$ cat config.mk
export PLATFORM = sky130hd
export DESIGN_NAME = alu_arbiter
export DESIGN_NICKNAME = d
export VERILOG_FILES = /design/src/rtl/alu_arbiter.sv
export SDC_FILE = /design/constraint.sdc
export NUM_CORES = 1
export LEC_CHECK = 0
export CORE_MARGIN = 5
export CORE_UTILIZATION = 41
export DETAILED_ROUTE_END_ITERATION = 10
export PLACE_DENSITY = 0.9
export SLEW_MARGIN = 5
export SYNTH_ARGS = -nofsm -noshare
export SYNTH_HDL_FRONTEND = slang
export SYNTH_SLANG_ARGS = --single-unit
$ cat constraint.sdc
create_clock -name clk -period 2.75 [get_ports clk]
set_input_delay 0.55 -clock clk [delete_from_list [all_inputs] [get_ports clk]]
set_output_delay 0.55 -clock clk [all_outputs]
set_load 0.01 [all_outputs]
$ cat src/rtl/alu_arbiter.sv
// alu_arbiter: shares one combinational ALU between two requesters.
// Define ALU_ARB_RR_EN for round-robin; default is fixed priority (req 0 wins).
module alu_arbiter #(
  parameter int DW  = 32,
  parameter int OPW = 5
) (
  input  logic           clk,
  input  logic           reset,
  input  logic [1:0]     req,
  input  logic [OPW-1:0] opcode0,
  input  logic [OPW-1:0] opcode1,
  input  logic [DW-1:0]  a0,
  input  logic [DW-1:0]  a1,
  input  logic [DW-1:0]  b0,
  input  logic [DW-1:0]  b1,
  output logic [1:0]     gnt,
  output logic [1:0]     rvalid,
  output logic [DW-1:0]  rdata,
  output logic           busy,
  output logic [OPW-1:0] alu_opcode,
  output logic [DW-1:0]  alu_a,
  output logic [DW-1:0]  alu_b,
  input  logic [DW-1:0]  aluout
);

  typedef enum logic [1:0] {
    IDLE = 2'd0,
    EXEC = 2'd1,
    DONE = 2'd2
  } state_e;

  state_e         state_q;
  logic           owner_q;
  logic [1:0]     rvalid_q;
  logic           busy_q;
  logic [DW-1:0]  rdata_q;
  logic [OPW-1:0] alu_op_q;
  logic [DW-1:0]  alu_a_q;
  logic [DW-1:0]  alu_b_q;
  logic           sel_d;
  logic           take_d;
`ifdef ALU_ARB_RR_EN
  logic           last_q;
`endif

  // Pick the winner among active requests (1 = requester 1)
  always_comb begin
    sel_d = 1'b0;
`ifdef ALU_ARB_RR_EN
    if (req == 2'b11) begin
      sel_d = ~last_q;
    end else begin
      sel_d = req[1];
    end
`else
    sel_d = req[1] & ~req[0];
`endif
  end

  // A grant can only be issued from IDLE or DONE, never under reset
  assign take_d = reset & (state_q != EXEC) & (|req);
  assign gnt    = take_d ? {sel_d, ~sel_d} : 2'b00;

  // Control FSM with registered ALU drive and result return
  always_ff @(posedge clk or negedge reset) begin
    if (!reset) begin
      state_q  <= IDLE;
      owner_q  <= 1'b0;
      rvalid_q <= 2'b00;
      busy_q   <= 1'b0;
      rdata_q  <= '0;
      alu_op_q <= '0;
      alu_a_q  <= '0;
      alu_b_q  <= '0;
`ifdef ALU_ARB_RR_EN
      last_q   <= 1'b1;
`endif
    end else begin
      rvalid_q <= 2'b00;
      case (state_q)
        EXEC: begin
          rdata_q  <= aluout;
          rvalid_q <= {owner_q, ~owner_q};
          state_q  <= DONE;
        end
        default: begin
          if (take_d) begin
            alu_op_q <= sel_d ? opcode1 : opcode0;
            alu_a_q  <= sel_d ? a1 : a0;
            alu_b_q  <= sel_d ? b1 : b0;
            owner_q  <= sel_d;
            busy_q   <= 1'b1;
            state_q  <= EXEC;
`ifdef ALU_ARB_RR_EN
            last_q   <= sel_d;
`endif
          end else begin
            busy_q  <= 1'b0;
            state_q <= IDLE;
          end
        end
      endcase
    end
  end

  assign rvalid     = rvalid_q;
  assign rdata      = rdata_q;
  assign busy       = busy_q;
  assign alu_opcode = alu_op_q;
  assign alu_a      = alu_a_q;
  assign alu_b      = alu_b_q;

endmodule

==> results of run 1 <==
-- worst max-delay path, cell delays in order --
cell             delay, ns
clkdlybuf4s50_1       0.46
o21ai_0               0.40
nor2_4                0.07
and2_1                0.17
clkdlybuf4s50_1       0.47
-- per-stage QoR --
stage | cell area [sq um] | std cells | setup WS, ns | hold WS [ns]
floorplan | 4765 | 306 | 0.8701 | 0.2544
global placement | 7717 | 715 | 0.09804 | 0.4262
detailed placement | 7717 | 715 | 0.07534 | 0.4428
CTS | 8040 | 731 | 0.06742 | 0.3551
global route | 8040 | 731 | 0.01710 | 0.3943
finish | 8040 | 731 | 0.08385 | 0.3402
-- flip-flops by register name, summed over array words and instances, names as in the netlist --
name / count
alu_opcode: 5
state_q: 2
rvalid: 2
owner_q: 1
busy: 1
alu_b: 32
rdata: 32
alu_a: 32
-- where the power goes --
group	switching, mW	internal [mW]
Clock	0.569	0.803
Sequential	0.173	1.91
Combinational	0.589	1.13
-- metal layers --
metal  track usage, %  vias up  share of wire [%]
met2            34.48      165                 53
li1                 -     1650                  -
met4            6.452        0                2.0
met3            5.478       22                7.3
met1            22.15     1767                 38
met5                0        -                  0
-- how the worst max path moves through the flow --
stage | startpoint | endpoint | slack, ns | cells past startpoint
after global routing | req[0] | gnt[1] | 0.02 | 5
after CTS | req[0] | gnt[1] | 0.07 | 5
after floorplan | req[0] | gnt[1] | 0.87 | 4
after detailed placement | req[0] | gnt[1] | 0.08 | 5
final | req[0] | gnt[1] | 0.08 | 5
after global placement | req[0] | gnt[1] | 0.1 | 5
-- logic make-up (layout without fill, tap and decap cells) --
| kind of cell | Yosys count | count (layout) | share of synthesized area (%) |
|---|---|---|---|
| AND/OR/NAND/NOR | 7 | 7 | 0.8928 |
| multiplexers | 171 | 171 | 40.41 |
| AO/OA/AOI/OAI | 2 | 2 | 0.2626 |
| flip-flops | 107 | 107 | 56.20 |
| buffers and inverters | 19 | 301 | 2.232 |
-- placed cells by master, fill, tap and decap left out, drive strengths merged --
| cell | count |
|---|---|
| a21o | 1 |
| nor3 | 1 |
| dfrtp | 107 |
| mux2 | 171 |
| nor2 | 1 |
| clkbuf | 9 |
| inv | 2 |
| clkinv | 1 |
| nor2b | 3 |
| buf | 7 |
| and2 | 2 |
| clkdlybuf4s50 | 278 |
| bufinv | 2 |
| clkinvlp | 2 |
| o21ai | 1 |
-- final cells by class --
cell class	instances	area share, %
clock inverter	7	1.214
clock buffer	9	2.801
multi-input combinational	180	24.88
tap	143	2.225
sequential	107	33.30
timing repair buffer	285	35.57
==> key figures, run 1 <==
CTS
  – CTS max path bufs: 2
  – Worst-skew pair later-pin latency: 0.34 ns
  – CTS Hold Bufs: 0
  – CTS Buf Count: 9
  – PostCTS Resize Cnt: 0
  – Clk sinks: around 110
  – H-Tree Depth: 3
  – Post-CTS setup buffers: 0
  – CTS Root Cell: clkbuf_16
  – CTS tree: yes
  – Clock transition at path regs: around 0.07 ns

STA
  – Final setup vio count: 0
  – Final hold viol count: 0
  – Setup TNS: 0 ns
  – Relative slew slack: about 53%
  – RSZ-0062 raised after global routing: no
  – Final clock skew: about 0.0082 ns
  – Final worst path period share: a little over nine tenths
  – Minimum clock period: approximately 2.7 ns
  – Tightest Pin Transition: roughly 0.71 ns
  – Max-slew violation count: 0
  – Peak Freq: approximately 380 MHz

Worst setup path
  – Worst Setup End Kind: output port
  – Reg2Reg Setup Slack: roughly 1.2 ns
  – Critical path data arrival time: ~2.1 ns
  – Reg2reg path depth: 4
  – Worst r2r dst: alu_b[22]
  – Crit Path Max Fanout: 2
  – WP data required: roughly 2.2 ns
  – Critical Path Source Type: input port
  – Crit Path Category: input port to output port
  – RR Startpoint: state_q[0]

Route
  – TritonRoute pass-1 iters: 2
  – Drt initial violations: approximately 100
  – Total wire length: ~14000 microns
  – Via count: approximately 3600
  – Post-route ant nets: 0
  – Routed vias/inst: 4.930
  – DR WL/cell: between 15 and 20 microns
  – Drt drc: 0

Yosys
  – Syn Area/Cell: about 16 sq um
  – Synth warn: 0
  – Synth Instances: slightly above 300
  – Post-synth ARST share: 100.0%
  – Top cells by count, synth: mux2_2 (171), dfrtp_1 (107), buf_2 (16), nor2b_1 (3)
  – Main area contributors after synthesis: dfrtp_1 (56%), mux2_2 (40%), buf_2 (1.7%)
  – Post-synth top area share: 56.20%
  – Count leader, synth: mux2_2
  – Synth area leader: dfrtp_1
  – Sequential share of the synthesized area: 56.20%
  – Post-synth EDFFs: 0
  – Synthesized area: around 4800 sq um
  – #FFs+latches synth: approximately 110
  – Synth Net Count: between 400 and 500
  – Main synth FF type: dfrtp_1
  – Post-synthesis cell type count: 11

Global route
  – First-pass GRT wire length: around 22000 microns
  – Grt ovf: 0
  – Tot GR Track Use: about 19%
  – Largest net degree at the start of global routing: 73
  – Vias in the first global route: between 3000 and 4000
  – Initial antenna violation count: 0

Floorplanning
  – Core outline area: roughly 11000 sq um
  – Initial Util: a little over two fifths
  – IO Count: 280
  – Core Rows: 39
  – Die area: approximately 14000 sq um
  – Die height: 117.8 microns
  – Chip Width: around 120 microns

Power
  – Total chip power: slightly above 5 mW
  – P_leak: about 3.2 nW
  – Peak supply drop: about 400 uV
  – Pwr Density: 644.0 nW/um^2

Layout
  – Fill cell count: 782
  – Sequential cell area: about 2700 sq um
  – Layout cells sized above 1: between 30% and 40%
  – # diodes: 0
  – Multi-input logic area: approximately 2000 sq um
  – Nets: around 760
  – Final core occ: between 70 and 80%
  – Layout area overhead: 68.75%

Run
  – Max_cap viols: 0

Outcome
  – Status: finished clean

Placed design
  – Port Buffers: between 200 and 300
  – Post-DP HPWL: roughly 11000 microns
  – Routability Congestion: 0.7522

Hold path
  – Hold WC Path Type: input port to async pin
(Power assumes the default switching activity.)
==> run 2: changes to the inputs <==
- clock period: 2.75 -> 3.2 ns (I/O delays scaled with it)
==> key figures, run 2 (synthesis results as in run 1) <==
Worst setup path
  – Critical path, cell by cell: clkdlybuf4s50_1 > o21ai_0 > nor2_4 > and2_1 > clkdlybuf4s50_1 (unchanged)
  – Crit Path Max Fanout: 2 (unchanged)
  – Critical path data arrival time: 2.21 ns (was 2.12 ns)
  – CP top delay family: buffers and inverters (unchanged)
  – Slowest cell delay on critical path: 0.47 ns (about the same)
  – WP data required: 2.56 ns (was 2.20 ns)
  – Worst Setup End Kind: output port (unchanged)
  – Reg2Reg Setup Slack: 1.31 ns (was 1.21 ns)
  – Critical Path Source Type: input port (unchanged)
  – CP dominant cell by count: clkdlybuf4s50_1 (unchanged)
  – Slowest-stage cell, CP: clkdlybuf4s50_1 (unchanged)
  – Crit path buf inv count: 2 (unchanged)
  – Crit Path Category: input port to output port (unchanged)

Layout
  – Layout cells sized above 1: 33.39% (was 33.50%)
  – Multi-input logic area: 2001 sq um (unchanged)
  – Final Non-Filler Cells: 730 (was 731)
  – Cell area after layout: 7983 sq um (was 8040 sq um)
  – Fill cell count: 786 (was 782)
  – Nets: 756 (was 757)
  – Layout area overhead: 67.54% (was 68.75%)
  – Final core occ: 69.91% (was 70.41%)
  – Sequential cell area: 2678 sq um (unchanged)
  – Commonest cells after routing, fill and taps aside: clkdlybuf4s50_1 (278), mux2_2 (171), dfrtp_1 (107) (unchanged)
  – Commonest non-fill, non-tap cell in the layout: clkdlybuf4s50_1 (unchanged)
  – # diodes: 0 (unchanged)

Floorplanning
  – Die height: 117.8 microns (unchanged)
  – Initial Util: 41.73% (unchanged)
  – IO Count: 280 (unchanged)
  – Die area: 13880 sq um (unchanged)
  – Core outline area: 11420 sq um (unchanged)
  – Core Rows: 39 (unchanged)
  – Chip Width: 117.8 microns (unchanged)

STA
  – Worst Hold Slack: 0.3276 ns (was 0.3402 ns)
  – Relative slew slack: 38.22% (was 52.87%)
  – Max-slew violation count: 0 (unchanged)
  – Minimum clock period: about 2.8 ns
  – Final hold viol count: 0 (unchanged)
  – Tightest Pin Transition: 0.9268 ns (was 0.7069 ns)
  – PnR worst setup slack: 0.3534 ns (was 0.08385 ns)
  – Final worst path period share: 88.96%
  – Setup TNS: 0 ns (unchanged)
  – Final clock skew: 0.009388 ns (was 0.008211 ns)
  – Peak Freq: approximately 350 MHz
  – RSZ-0062 raised after global routing: no (unchanged)
  – Final setup vio count: 0 (unchanged)

CTS
  – Worst-skew pair later-pin latency: 0.34 ns (about the same)
  – CTS max path bufs: 2 (unchanged)
  – CTS Buf Count: 9 (unchanged)
  – Post-CTS setup buffers: 0 (unchanged)
  – Clock transition at path regs: 0.07 ns (about the same)
  – CTS tree: yes (unchanged)
  – H-Tree Depth: 3 (unchanged)
  – CTS Root Cell: clkbuf_16 (unchanged)
  – Clk sinks: 107 (unchanged)
  – PostCTS Resize Cnt: 0 (unchanged)
  – CTS Hold Bufs: 0 (unchanged)

Power
  – Pwr Density: 541.0 nW/um^2 (was 644.0 nW/um^2)
  – P_leak: 3.194 nW (was 3.219 nW)
  – Total chip power: 4.319 mW (was 5.178 mW)
  – Peak supply drop: 401.6 uV (was 399.0 uV)

Global route
  – Tot GR Track Use: 19.49% (was 19.32%)
  – Largest net degree at the start of global routing: 77 (was 73)
  – First-pass GRT wire length: 21850 microns (was 21710 microns)
  – Grt ovf: 0 (unchanged)
  – Initial antenna violation count: 1 (was 0)
  – Vias in the first global route: 4065 (was 3991)

Outcome
  – Status: finished clean (unchanged)

Placed design
  – Placed insts: 714 (was 715)
  – Port Buffers: 279 (unchanged)
  – Pre-CTS WS: 0.3442 ns (was 0.07534 ns)
  – Area of placed instances: 7697 sq um (was 7717 sq um)
  – Routability Congestion: 0.7704 (was 0.7522)
  – Post-DP HPWL: 10770 microns (was 10840 microns)

Route
  – Total wire length: 13590 microns (was 13630 microns)
  – Via count: 3533 (was 3604)
  – Routed vias/inst: 4.840 (was 4.930)
  – Post-route ant nets: 0 (unchanged)
  – Drt drc: 0 (unchanged)
  – Drt initial violations: 104 (was 102)
  – TritonRoute pass-1 iters: 4 (was 2)
  – DR WL/cell: 18.62 microns (was 18.64 microns)

Run
  – Max_cap viols: 0 (unchanged)

Hold path
  – Hold WC Path Type: input port to async pin (unchanged)
[run 2: final cells by class]
cell class                 instances  share of cell area (%)
timing repair buffer             284                   35.58
sequential                       107                   33.54
multi-input combinational        180                   25.06
clock buffer                      10                   2.994
tap                              143                   2.241
clock inverter                     6                  0.5799
[run 2: final timing paths]
kind                            start        end  cells after the start
hold reg to reg               owner_q  rvalid[0]                      1
setup reg to reg           state_q[0]  alu_a[13]                      4
hold / removal                  reset  rdata[19]                      2
setup / recovery               req[0]     gnt[1]                      5
max in group asynchronous       reset  alu_b[12]                      3
min in group clk              owner_q  rvalid[0]                      1
[run 2: power by group]
part	leakage, nW	total [mW]	internal, mW	switching, mW
registers	1.26	1.79	1.64	0.150
logic	1.80	1.48	0.970	0.514
clock network	0.136	1.04	0.556	0.486
[run 2: worst reg2reg max path, stage by stage, from the launching register on]
cell and delay [ns]:
dfrtp_1 0.36, nor2b_4 0.14, nor2_4 0.11, buf_4 0.68, mux2_2 0.49
[run 2: layer usage]
metal	routed length, microns	vias up	GRT usage, %
met1	4993	1688	21.13
li1	-	1652	-
met4	289	2	7.025
met5	12	-	0
met2	7248	167	35.43
met3	1048	24	6.199
==> run 3: changes to the inputs <==
- CORE_UTILIZATION: 41 -> 38
- PLACE_DENSITY: 0.9 -> 0.85
- clock period: 3.2 -> 3.16 ns (I/O delays scaled with it)
==> key figures, run 3 (synthesis results as in run 1) <==
CTS
  – CTS Buf Count: 9 (unchanged)
  – H-Tree Depth: 3 (unchanged)
  – Clock transition at path regs: 0.07 ns (about the same)
  – PostCTS Resize Cnt: 0 (unchanged)
  – Worst-skew pair later-pin latency: 0.33 ns (was 0.34 ns)
  – Post-CTS setup buffers: 0 (unchanged)
  – CTS max path bufs: 2 (unchanged)
  – CTS Root Cell: clkbuf_16 (unchanged)
  – CTS Hold Bufs: 0 (unchanged)
  – CTS tree: yes (unchanged)
  – Clk sinks: 107 (unchanged)

Worst setup path
  – Crit Path Category: input port to output port (unchanged)
  – Crit Path Max Fanout: 2 (unchanged)
  – Critical path, cell by cell: clkdlybuf4s50_1 > o21ai_0 > nor2_4 > and2_1 > clkdlybuf4s50_1 (unchanged)
  – Reg2reg path depth: 4 (unchanged)
  – Slowest-stage cell, CP: clkdlybuf4s50_1 (unchanged)
  – WP data required: 2.53 ns (was 2.56 ns)
  – Reg2Reg Setup Slack: 1.27 ns (was 1.31 ns)
  – Slowest cell delay on critical path: 0.47 ns (about the same)
  – Critical Path Source Type: input port (unchanged)
  – Critical path data arrival time: 2.17 ns (was 2.21 ns)
  – Worst Setup End Kind: output port (unchanged)
  – WP depth: 5 (unchanged)
  – CP top delay family: buffers and inverters (unchanged)
  – Crit path buf inv count: 2 (unchanged)
  – CP dominant cell by count: clkdlybuf4s50_1 (unchanged)

Power
  – Clk pwr share: 25.9% (was 24.1%)
  – Sequential Power Share: 40.6% (was 41.5%)
  – Combinational share of power: 33.5% (was 34.4%)
  – Pwr Density: 554.6 nW/um^2 (was 541.0 nW/um^2)
  – Net Switching: 1.123 mW (was 1.150 mW)
  – Peak supply drop: 352.0 uV (was 401.6 uV)
  – Switching Fraction: 25.16% (was 26.62%)
  – P_leak: 3.208 nW (was 3.194 nW)
  – Power Internal: 3.338 mW (was 3.169 mW)

Placed design
  – Port Buffers: 279 (unchanged)
  – Routability Congestion: 0.7447 (was 0.7704)
  – Pre-CTS WS: 0.3548 ns (was 0.3442 ns)
  – Post-DP HPWL: 10460 microns (was 10770 microns)

Route
  – Routed vias/inst: 4.613 (was 4.840)
  – Total wire length: 13160 microns (was 13590 microns)
  – Post-route ant nets: 0 (unchanged)
  – Met2 wire length: 6849 microns (was 7248 microns)
  – Drt initial violations: 79 (was 104)
  – DR top layer: met4 (was met5)
  – M1 WL: 4423 microns (was 4993 microns)
  – Drt drc: 0 (unchanged)
  – DR WL/cell: 17.34 microns (was 18.62 microns)
  – Via count: 3501 (was 3533)
  – Wire length on met3: 1694 microns (was 1048 microns)
  – TritonRoute pass-1 iters: 4 (unchanged)

Floorplanning
  – Die height: 122.0 microns (was 117.8 microns)
  – Chip Width: 122.0 microns (was 117.8 microns)
  – IO Count: 280 (unchanged)
  – Initial Util: 38.22% (was 41.73%)
  – Die area: 14880 sq um (was 13880 sq um)
  – Core outline area: 12470 sq um (was 11420 sq um)
  – Core Rows: 41 (was 39)

STA
  – Final worst path period share: between 80 and 90%
  – Setup TNS: 0 ns (unchanged)
  – Final clock skew: 0.007716 ns (was 0.009388 ns)
  – PnR worst setup slack: 0.3534 ns (about the same)
  – Max-slew violation count: 0 (unchanged)
  – Peak Freq: around 360 MHz
  – Final hold viol count: 0 (unchanged)
  – Tightest Pin Transition: 0.8901 ns (was 0.9268 ns)
  – RSZ-0062 raised after global routing: no (unchanged)
  – Relative slew slack: 40.66% (was 38.22%)
  – Final setup vio count: 0 (unchanged)
  – Minimum clock period: between 2 and 3 ns

Layout
  – Nets: 756 (unchanged)
  – Layout area overhead: 68.83% (was 67.54%)
  – # diodes: 0 (unchanged)
  – Commonest cells after routing, fill and taps aside: clkdlybuf4s50_1 (278), mux2_2 (171), dfrtp_1 (107) (unchanged)
  – Layout cells sized above 1: 33.05% (was 33.39%)
  – Commonest non-fill, non-tap cell in the layout: clkdlybuf4s50_1 (unchanged)
  – Fill cell count: 951 (was 786)

Global route
  – Largest net degree at the start of global routing: 73 (was 77)
  – Vias in the first global route: 3842 (was 4065)
  – Initial antenna violation count: 0 (was 1)
  – Tot GR Track Use: 17.08% (was 19.49%)
  – Grt ovf: 0 (unchanged)
  – First-pass GRT wire length: 20020 microns (was 21850 microns)

Hold path
  – Hold WC Path Type: input port to async pin (unchanged)

Run
  – Max_cap viols: 0 (unchanged)

Outcome
  – Status: finished clean (unchanged)
## run 3: cell types whose count changed in the layout (fill, tap and decap cells not counted), sizes merged
| cell | before | now |
|---|---|---|
| clkinvlp | 2 | 1 |
| clkbuf | 10 | 11 |
| bufinv | 0 | 2 |
| inv | 3 | 0 |
| clkinv | 1 | 2 |
## run 3: worst paths after layout
check	start	endpoint
worst max-delay path	req[0]	gnt[1]
worst min-delay path	reset	alu_a[5]
worst max register to register	state_q[0]	alu_b[23]
worst min register to register	owner_q	rvalid[0]
max in group asynchronous	reset	alu_opcode[2]
min in group clk	owner_q	rvalid[0]
## run 3: power groups by stage
| stage | registers, mW | logic, mW | clock network, mW |
|---|---|---|---|
| floorplan | 1.97 | 0.420 | 0 |
| global placement | 1.82 | 1.49 | 0 |
| detailed placement | 1.84 | 1.52 | 0 |
| CTS | 1.82 | 1.53 | 1.19 |
| global route | 1.85 | 1.59 | 1.25 |
| finish | 1.81 | 1.50 | 1.15 |
## run 3: cell type report
type / count / area [sq um] / share of cell area (%)
sequential: 107 / 2678 / 33.29
clock buffer: 11 / 232.7 / 2.893
timing repair buffer: 284 / 2840 / 35.31
tap: 172 / 215.2 / 2.675
clock inverter: 5 / 77.57 / 0.9644
multi-input combinational: 180 / 2001 / 24.87
## run 3: through the flow
step | cell area (sq um) | util [%] | power, mW | hold WS (ns) | std cells
6_report | 8044 | 64.53 | 4.461 | 0.4252 | 759
3_5_place_dp | 7734 | 62.04 | 3.360 | 0.4362 | 743
3_3_place_gp | 7734 | 62.04 | 3.311 | 0.4204 | 743
4_1_cts | 8044 | 64.53 | 4.534 | 0.4459 | 759
5_1_grt | 8044 | 64.53 | 4.689 | 0.4656 | 759
2_1_floorplan | 4765 | - | 2.390 | 0.3364 | 306
## run 3: worst register-to-register path: stages, from the launching register on
cell and delay, ns:
dfrtp_1 0.36, nor2b_4 0.14, nor2_4 0.11, buf_4 0.69, mux2_2 0.47
## run 3: metal layers
layer | up-vias | global-route usage [%]
met5 | - | 0
met4 | 0 | 4.272
met3 | 14 | 7.892
met2 | 173 | 31.32
met1 | 1663 | 17.60
li1 | 1651 | -
